### config.mk
export PLATFORM = sky130hd
export DESIGN_NAME = digital_demodulator
export DESIGN_NICKNAME = d
export VERILOG_FILES = /design/src/rtl/demod_pkg.sv /design/src/rtl/demod_rectifier.sv /design/src/rtl/digital_demodulator.sv
export SDC_FILE = /design/constraint.sdc
export NUM_CORES = 1
export LEC_CHECK = 0
export ABC_CLOCK_PERIOD_IN_PS = 800
export CORE_ASPECT_RATIO = 0.9
export CORE_MARGIN = 2
export CORE_UTILIZATION = 25
export DETAILED_ROUTE_END_ITERATION = 16
export GPL_TIMING_DRIVEN = 0
export PLACE_DENSITY = 0.5
export SYNTH_ARGS = -nofsm -noshare
export SYNTH_HDL_FRONTEND = slang
export SYNTH_SLANG_ARGS = --single-unit
### constraint.sdc
create_clock -name clk -period 0.8 [get_ports clk]
set_input_delay 0.24 -clock clk [delete_from_list [all_inputs] [get_ports clk]]
set_output_delay 0.24 -clock clk [all_outputs]
set_load 0.02 [all_outputs]
### src/rtl/demod_pkg.sv
// Shared definitions for the envelope demodulator.
//   DW       : default sample width
//   sample_t : signed input sample type
//   mag_t    : unsigned magnitude type (MSB always 0)
//   MAG_MAX  : largest representable magnitude, 2^(DW-1)-1
//   sat_abs(): saturating absolute value, -2^(DW-1) maps to MAG_MAX
package demod_pkg;

    localparam int DW = 16;

    typedef logic signed [DW-1:0] sample_t;
    typedef logic        [DW-1:0] mag_t;

    localparam mag_t MAG_MAX = {1'b0, {(DW-1){1'b1}}};

    function automatic mag_t sat_abs(input sample_t x);
        if (x[DW-1]) begin
            // Most-negative value has no positive counterpart; clamp it.
            if (x[DW-2:0] == '0)
                return MAG_MAX;
            return mag_t'(-x);
        end
        return mag_t'(x);
    endfunction

endpackage

### src/rtl/demod_rectifier.sv
// Combinational saturating full-wave rectifier.
//   sample : signed two's-complement input, DW bits
//   mag    : |sample|, with -2^(DW-1) clamped to 2^(DW-1)-1
module demod_rectifier #(
    parameter int DW = demod_pkg::DW
) (
    input  logic [DW-1:0] sample,
    output logic [DW-1:0] mag
);

    localparam logic [DW-1:0] MOST_NEG = {1'b1, {(DW-1){1'b0}}};
    localparam logic [DW-1:0] MAG_LIM  = {1'b0, {(DW-1){1'b1}}};

    always_comb begin
        mag = sample;
        if (sample[DW-1]) begin
            if (sample == MOST_NEG)
                mag = MAG_LIM;
            else
                mag = -sample;
        end
    end

endmodule

### src/rtl/digital_demodulator.sv
// Envelope (AM) demodulator: saturating rectifier, optional single-pole IIR
// low-pass, registered output (1-cycle latency).
// Build option: define DEMOD_LPF_EN to enable the IIR smoother; otherwise the
// output is the registered rectifier magnitude.
//   clk       : rising-edge clock
//   rst       : asynchronous active-low reset
//   in_valid  : in_sample valid this cycle
//   in_sample : signed DW-bit input sample
//   out_valid : out_data updated this cycle
//   out_data  : DW-bit magnitude / envelope, MSB always 0
module digital_demodulator
    import demod_pkg::*;
#(
    parameter int DW        = demod_pkg::DW,
    parameter int LPF_SHIFT = 4
) (
    input  logic          clk,
    input  logic          rst,
    input  logic          in_valid,
    input  logic [DW-1:0] in_sample,
    output logic          out_valid,
    output logic [DW-1:0] out_data
);

    logic [DW-1:0] mag;
    logic [DW-1:0] next_out;

    demod_rectifier #(
        .DW(DW)
    ) u_rect (
        .sample(in_sample),
        .mag   (mag)
    );

`ifdef DEMOD_LPF_EN
    // Fixed point: LPF_SHIFT fractional bits plus a sign bit above the magnitude.
    localparam int ACC_W = DW + LPF_SHIFT + 1;
    localparam logic signed [ACC_W-1:0] OUT_LIM =
        $signed({{(LPF_SHIFT+1){1'b0}}, 1'b0, {(DW-1){1'b1}}});

    logic signed [ACC_W-1:0] y_q;
    logic signed [ACC_W-1:0] mag_fp;
    logic signed [ACC_W-1:0] diff;
    logic signed [ACC_W-1:0] y_next;
    logic signed [ACC_W-1:0] y_int;

    always_comb begin
        mag_fp = $signed({1'b0, mag, {LPF_SHIFT{1'b0}}});
        diff   = mag_fp - y_q;
        y_next = y_q + (diff >>> LPF_SHIFT);
        // Output is the integer part of the post-update state, so latency stays 1.
        y_int  = y_next >>> LPF_SHIFT;
        if (y_int < 0)
            next_out = '0;
        else if (y_int > OUT_LIM)
            next_out = OUT_LIM[DW-1:0];
        else
            next_out = y_int[DW-1:0];
    end

    always_ff @(posedge clk or negedge rst) begin
        if (!rst)
            y_q <= '0;
        else if (in_valid)
            y_q <= y_next;
    end
`else
    always_comb begin
        next_out = mag;
    end
`endif

    always_ff @(posedge clk or negedge rst) begin
        if (!rst) begin
            out_valid <= 1'b0;
            out_data  <= '0;
        end else begin
            out_valid <= in_valid;
            if (in_valid)
                out_data <= next_out;
        end
    end

endmodule

# Yosys cells after proc, flatten, opt, wreduce, memory -nomap -nowiden
# Index checks and enable logic that the tools add are counted.
# word_totals
inputBits	19
word_cells	6
out_inout_bits	17
ff_bits	17
# classes
n_eq_ne	1
muxes	2
add_sub_neg	1
# op_table
op	n
$mux 16	2
$eq 16x16->1 const B	1
$neg 16->16	1

# Logic depth before layout (Yosys ltp)
# Gate-level depths: netlist of run 1.
# depth
word_depth	3
depth_mapped	8

# Cells and area by module
# Synthesis of run 1 repeated with hierarchy kept, for this count alone.
# unflattened
cells_unflattened	102
hier_area_um2	1092.3
# modules_own_cells
mod	area_each_um2	n_inst	cells_per_inst
digital_demodulator	674.4	1	35
demod_rectifier	417.9	1	67

# Worst setup path before layout of run 1
# Ideal clock, no wire load.
# synth_timing
path_kind	input to register
start	in in_sample[0]
end	reg out_data[12]
stages	7
slack_ps	-1236
t_arrival_ps	1902
setup_ps	135
n_path_buf	0
cell_sequence	inv_1 > ha_1 > or4b_4 > or3_4 > or4_1 > a21oi_1 > o22ai_1
# synth_via
elab_chain_len	3
elab_cells_between_ends	4
cone_classes	add/sub: 1; eq/ne: 1; mux: 2
# synth_lines
element	line_no	text
from (decl)	digital_demodulator.sv:20	input logic [DW-1:0] in_sample,
$neg 16->16 / $eq 16x16->1 (equally long branches)	demod_rectifier.sv:20, demod_rectifier.sv:17	
$mux 16 *	demod_rectifier.sv:17	if (sample == MOST_NEG)
$mux 16 *	demod_rectifier.sv:16	if (sample[DW-1]) begin
to (signal assigned)	digital_demodulator.sv:80	out_data <= next_out;
to (decl)	digital_demodulator.sv:22	output logic [DW-1:0] out_data
# Every way passes the cells marked *; elsewhere a longest branch is shown, timed or not.
# A chain may end at the register's enable or synchronous reset.

# Worst setup path after layout of run 1
# Same ends and word-level chain as after synthesis.

==> reports/qor.yml, run 1 <==
antenna_found_initial: 0
cts-root-buf: "clkbuf_8"
grt_pass1_wl_um: 4750
critPathSlowestCell: "or4_4"
hold_class: "in2async"
netlist_area_um2: 941
gr-total-overflow: 0
reg2reg_to: "out_data[3]"
grt_usage: 0.144
rrSetupSlack_ns: -0.09
fin_skew_ns: 0
pin_count: 36
path_class: "in2reg"
cp_data_arrival_time_ns: 2.02
routed_wl_um: 2720
fin_util: 0.456
cts_buffers: 3
setup_viol: 33
drt_iter0_drc: 18
grt_setup_unrepaired: "yes"
insertion_delay_ns: 0.25
ys_types: 32
power.density_nw_per_um2: 1510
synth_cells: 104
nNetsFinal: 179
grt_pass1_vias: 1008
holdWs_ns: -0.0744
die_h_um: 62.2
crit_start: "in_sample[0]"
grt_max_degree: 18
drv_slew: 0
wl_per_cell_um: 13.3
ir_drop_uv: 604
synth_nets: 124
drive_above_1_share: 0.468
n_fill_cell: 360
worst_pin_slew_ns: 0.489
num_vias: 942
dr.pass1.iters: 2
clkTransAtPathRegs_ns: 0.07
design_area_um2: 1660
status: "complete, but fails checks"
ys_seq_elements: 17
drc: 0
violations: "negative hold slack, negative setup slack"
max_freq_mhz: 527
critPathCapture: "out_data[12]"
dp_slack_ns: -2.00
postRouteAntennaNets: 0
die_width_um: 68.7
fp-row-count: 21
maxSlewHeadroom: 0.674
yosys_warnings: 0
diodes: 0
path_cells: "buf_12 > inv_12 > ha_4 > or4b_4 > or3_4 > or4_4 > a21oi_2 > o22ai_1"
end_kind: "register"
gp_congestion: 0.782
startpoint_type: "input port"
cts-hold-fix-buffers: 0
dp.final_hpwl_um: 1890
dpl-instance-area_um2: 1430
die_area_um2: 4270
syn2layout_area_growth_pct: 76.9
clock-sinks: 17
r2r_cells: 4
core_area_um2: 3650
power_mw: 2.52
r2r_start: "out_data[3]"
fin_crit_ns: 1.90
cts_tree: "done"
hold_viol: 17
htree_num_levels: 1
worst_slack_ns: -1.10
fin_crit_sh: 2.37
synth_top_area_frac: 0.452
slowest_delay_ns: 0.49
port_buffers: 34
syn_area_per_cell_um2: 9.05
p_leak_nw: 0.703
synth_largest_area_cell: "dfrtp_1"
cp_max_fo: 4
viasPerCell: 4.62
synth.top_cells.by_area: "dfrtp_1, nor2_1, xor2_1, a21oi_1, o31ai_1"
required_ns: 0.92
cts_max_path_buffers: 2
drv_cap: 0
yosysSeqAreaShare: 0.452
start_util: 0.258
==> per-layer routing <==
metal | up-vias | track usage | routed length [um]
met5 | - | 0 | 0
met4 | 0 | 0.0450 | 22
met3 | 2 | 0.0290 | 131
met2 | 21 | 0.210 | 1240
met1 | 449 | 0.211 | 1320
li1 | 470 | - | -
==> worst min path at each step <==
stage | endpoint | slack [ns] | cells after the start
2_1_floorplan | out_data[0] | -0.06 | 0
3_3_place_gp | out_data[7] | 0.50 | 2
3_5_place_dp | out_data[15] | 0.50 | 1
4_1_cts | out_data[3] | 0.23 | 1
5_1_grt | out_data[3] | -0.04 | 1
6_report | out_data[3] | -0.07 | 1
==> critical path, delay by kind of cell <==
family	cells	cell delay, ns
AO/OA/AOI/OAI	2	0.20
adder cells (fa/ha/maj)	1	0.11
buffers and inverters	2	0.15
AND/OR/NAND/NOR	3	1.32
==> per-stage QoR <==
stage	instances	hold slack, ns	setup TNS, ns
finish	204	-0.0744	-17.84
global route	204	-0.0439	-19.19
CTS	200	0.228	-17.89
detailed placement	184	0.498	-43.83
global placement	184	0.496	-42.37
floorplan	104	-0.0556	-15.16
==> logic make-up after synthesis <==
group,synth area share
AND/OR/NAND/NOR,0.197
adder cells (fa/ha/maj),0.0133
XOR/XNOR,0.0931
buffers and inverters,0.0412
flip-flops,0.452
multiplexers,0.0120
AO/OA/AOI/OAI,0.191
==> cell usage in the layout (no fill, tap or decap), types with 2 or more instances in the layout <==
master,instances
xor2_1,6
xnor2_1,3
o22ai_1,3
buf_6,21
buf_4,13
a21oi_2,9
or4_4,2
nor2_1,18
buf_2,5
a21oi_1,3
o21ai_0,3
clkbuf_8,3
nand2_1,4
buf_8,2
dfrtp_1,17
inv_1,3
clkdlybuf4s50_1,6
clkbuf_1,5
o31ai_1,3
==> cells in the mapped netlist <==
library cell	number
nor2_1	18
dfrtp_1	17
a21oi_1	12
xor2_1	7
inv_1	5
clkbuf_1	4
nand2_1	4
o31ai_1	4
o21ai_0	3
o22ai_1	3
xnor2_1	3
a21boi_0	2
nor3_1	2
or4_1	2
a31oi_1	1
buf_2	1
ha_1	1
mux2_2	1
nand2b_1	1
nand3_1	1
nor2_2	1
nor2b_1	1
nor3b_1	1
nor4b_1	1
o21a_1	1
o311a_1	1
o311ai_0	1
o41ai_1	1
or2_2	1
or3_1	1
or3_4	1
or4b_4	1
==> repair_timing <==
action / CTS / global route
cloned: 1 / 0
endpoints found under the hold margin: 0 / 17
endpoints found under the setup margin: 50 / 50
gates resized for setup: 160 / 8
pin swaps: 12 / 0
buffers inserted: 11 / 4
==> state kept, by name, summed over array words and instances (netlist names) <==
signal / count
out_data: 16
out_valid: 1
==> power breakdown <==
group | switching (mW) | total [mW] | internal [mW] | leakage, nW
combinational | 0.403 | 0.852 | 0.449 | 0.485
clock | 0.293 | 0.646 | 0.353 | 0.0228
sequential | 0.0652 | 1.02 | 0.953 | 0.195
total | 0.762 | 2.52 | 1.75 | 0.703
==> cell type report <==
cell class,count,area (um2),share of cell area
flip-flops and latches,17,425,0.256
well taps,46,57.6,0.0346
multi-input cells,77,591,0.355
repair buffers,50,483,0.290
inverters,5,36.3,0.0218
clock buffers,4,45.0,0.0271
plain buffers,5,26.3,0.0158
(Power assumes the default switching activity.)
==> run 2, diff against run 1 <==
Settings changed: PLACE_DENSITY 0.5 to 0.49, SYNTH_HIERARCHICAL set to 1.
==> run 2 against run 1 <==
The flow finishes with violations (negative setup slack); hold slack better by 0.20 ns; clock skew stayed put; first-iteration DRC count is 78% higher; sequential share of layout area is 3.5 points lower; design area is 16% higher; global-route usage is 0.20 points lower; total power is 9.0% higher; critical path depth stayed put; combinational power is 21% higher; critical path type unchanged; critical endpoint unchanged; highest routed layer unchanged.
==> reports/qor.yml, run 2 <==
grt_usage: 0.142  # was 0.144
cts_tree: "done"  # unchanged
drive_above_1_share: 0.681  # was 0.468
gp_congestion: 0.777  # was 0.782
ys_top_cells_by_count: "dfrtp_1, mux2_4, a21oi_1, nand2_1, mux2_2"  # was nor2_1, dfrtp_1, a21oi_1
fin_skew_ns: 0  # unchanged
required_ns: 0.94  # was 0.92 ns
worst_slack_ns: -0.636  # was -1.10 ns
drt_iter0_drc: 32  # was 18
p_leak_nw: 0.858  # was 0.703 nW
p_int_mw: 1.90  # was 1.75 mW
maxSlewHeadroom: 0.496  # was 0.674
setup_viol: 33  # unchanged
diodes: 0  # unchanged
clkPwrFrac: 0.244  # was 0.257
start_util: 0.265  # was 0.258
setup_tns_ns: -12.42  # was -17.84 ns
reg.largest.list: "out_data x16, out_valid x1"  # unchanged
antenna_found_initial: 0  # unchanged
postRouteAntennaNets: 0  # unchanged
grt_pass1_vias: 1077  # was 1,008
clkTransAtPathRegs_ns: 0.07  # about the same
syn_area_per_cell_um2: 10.7  # was 9.05 um2
rrSetupSlack_ns: -0.10  # was -0.09 ns
synth_top_area_frac: 0.389  # was 0.452
die_area_um2: 4910  # was 4270 um2
regMostFlops: "out_data"  # unchanged
port_buffers: 34  # unchanged
holdWs_ns: 0.128  # was -0.0744 ns
ys.flop_type: "dfrtp_1"  # unchanged
synth.top_cells.by_area: "dfrtp_1, mux2_4, mux2_2, a21oi_1, mux2i_1"  # was dfrtp_1, nor2_1, xor2_1, a21oi_1, o31ai_1
final_cells: 208  # was 204
max_freq_mhz: 696  # was 527 MHz
combPwrFrac: 0.377  # was 0.339
ir_drop_uv: 589  # was 604 uV
startpoint_type: "input port"  # unchanged
cts-root-buf: "clkbuf_8"  # unchanged
synth_cells: 102  # was 104
hold_class: "in2async"  # unchanged
synth_edf_count: 0  # unchanged
yosysMostFrequentCell: "dfrtp_1"  # was nor2_1
clock-sinks: 17  # unchanged
cts_max_path_buffers: 2  # unchanged
netlist_area_um2: 1090  # was 941 um2
synth_nets: 122  # was 124
cts_buffers: 3  # unchanged
cts-hold-fix-buffers: 0  # unchanged
nNetsFinal: 181  # was 179
async_reset_ff_frac: 1.00  # unchanged
layout_common_cells: "buf_6, dfrtp_1, buf_4"  # was buf_6, nor2_1, dfrtp_1
switchingPower_uw: 845  # was 762 uW
ys_types: 34  # was 32
fp-row-count: 22  # was 21
cp_data_arrival_time_ns: 1.58  # was 2.02 ns
pin_count: 36  # unchanged
core_area_um2: 4130  # was 3650 um2
fin_crit_sh: 1.80  # was 2.37
final_common_cell: "buf_6"  # unchanged
path_class: "in2reg"  # unchanged
die_h_um: 66.7  # was 62.2 um
synth_largest_area_cell: "dfrtp_1"  # unchanged
viasPerCell: 4.88  # was 4.62
dr.pass1.iters: 4  # was 2
htree_num_levels: 1  # unchanged
seqPwrFrac: 0.379  # was 0.404
power.density_nw_per_um2: 1430  # was 1510 nW/um2
dp_slack_ns: -1.46  # was -2.00 ns
ys_seq_elements: 17  # unchanged
fin_crit_ns: 1.44  # was 1.90 ns
wl_per_cell_um: 15.4  # was 13.3 um
cp_max_fo: 3  # was 4
hold_viol: 0  # was 17
syn2layout_area_growth_pct: 76.2  # was 76.9%
crit_start: "in_sample[5]"  # was in_sample[0]
grt_max_degree: 18  # unchanged
yosysSeqAreaShare: 0.389  # was 0.452
r2r_cells: 2  # was 4
insertion_delay_ns: 0.26  # was 0.25 ns
grt_setup_unrepaired: "yes"  # unchanged
drv_slew: 0  # unchanged
worst_pin_slew_ns: 0.756  # was 0.489 ns
grt_pass1_wl_um: 5280  # was 4750 um
critPathCapture: "out_data[12]"  # unchanged
num_vias: 1016  # was 942
drv_cap: 0  # unchanged
yosys_warnings: 6  # was 0
die_width_um: 73.7  # was 68.7 um
r2r_start: "out_data[14]"  # was out_data[3]
end_kind: "register"  # unchanged
dp.final_hpwl_um: 2090  # was 1890 um
n_fill_cell: 386  # was 360
routed_wl_um: 3200  # was 2720 um
dp_cells: 184  # unchanged
violations: "negative setup slack"  # was negative hold slack, negative setup slack
drc: 0  # unchanged
gr-total-overflow: 0  # unchanged
reg2reg_to: "out_data[14]"  # was out_data[3]
status: "complete, but fails checks"  # unchanged
p_sw_frac: 0.308  # was 0.303
largest_register_ffs: 16  # unchanged
## run 2: changes by cell type in the layout (fill, tap and decap cells not counted), sizes merged, moves of 3 or more
cell,before,now
xor2,7,1
a21oi,12,8
buf,42,53
nor2,19,4
o22ai,3,0
mux2,1,16
clkdlybuf4s50,6,0
mux2i,0,3
nand3,1,4
clkbuf,9,5
nand2,4,8
and3,0,4
## run 2: layout make-up
type,count,area [um2],share of cell area
Clock inverter,1,7.51,0.00390
Tap cell,48,60.1,0.0312
Inverter,4,15.0,0.00780
Multi-Input combinational cell,75,796,0.414
Buffer,5,52.6,0.0273
Clock buffer,3,41.3,0.0215
Sequential cell,17,425,0.221
Timing Repair Buffer,55,527,0.274
## run 2: worst min-delay path by stage
stage / startpoint / slack [ns] / endpoint / cells after the start
2_1_floorplan: rst / -0.06 / out_data[0] / 0
3_3_place_gp: out_data[2] / 0.49 / out_data[2] / 1
3_5_place_dp: out_data[7] / 0.50 / out_data[7] / 1
4_1_cts: rst / 0.19 / out_data[7] / 1
5_1_grt: rst / 0.20 / out_data[7] / 1
6_report: rst / 0.13 / out_data[11] / 1
## run 2: per-stage QoR
stage / instance area, um2 / total power [mW] / utilization
2_1_floorplan: 1120 / 1.47 / -
3_3_place_gp: 1520 / 1.87 / 0.369
3_5_place_dp: 1520 / 1.87 / 0.369
4_1_cts: 1840 / 2.76 / 0.447
5_1_grt: 1920 / 2.90 / 0.466
6_report: 1920 / 2.74 / 0.466
## run 2: worst max-delay path: stages
cell and delay (ns):
buf_8 0.10, nor4_4 0.33, buf_4 0.18, buf_6 0.09
nand4_1 0.12, o21ai_1 0.19, a21oi_2 0.07, mux2_4 0.26
## run 2: per-layer routing
metal	GRT usage	vias to the layer above	share of wire
met5	0	-	0
met4	0.0273	0	0.0022
met3	0.0499	2	0.067
met2	0.228	31	0.48
met1	0.185	486	0.45
li1	-	497	-
## run 2: cells by family (layout without fill, tap and decap cells)
group                    Yosys count  count (layout)  synth area share
multiplexers                      19              19             0.227
flip-flops                        17              17             0.389
adder cells (fa/ha/maj)            1               1            0.0115
AO/OA/AOI/OAI                     24              24             0.142
XOR/XNOR                           3               3            0.0241
AND/OR/NAND/NOR                   28              28             0.142
buffers and inverters             10              68            0.0641
## run 2: repair_timing
action / CTS / global route
gates resized for setup: 205 / 11
setup buffers: 17 / 3
gates cloned: 1 / 0
pin swaps: 21 / 7
endpoints found under the setup margin: 50 / 50
## run 2: power by group through the flow
stage	Sequential (mW)	Combinational, mW	Clock (mW)
after floorplan	1.16	0.306	0
after global placement	1.03	0.836	0
after detailed placement	1.04	0.837	0
after CTS	1.04	1.02	0.701
after global routing	1.05	1.11	0.743
final	1.04	1.03	0.670
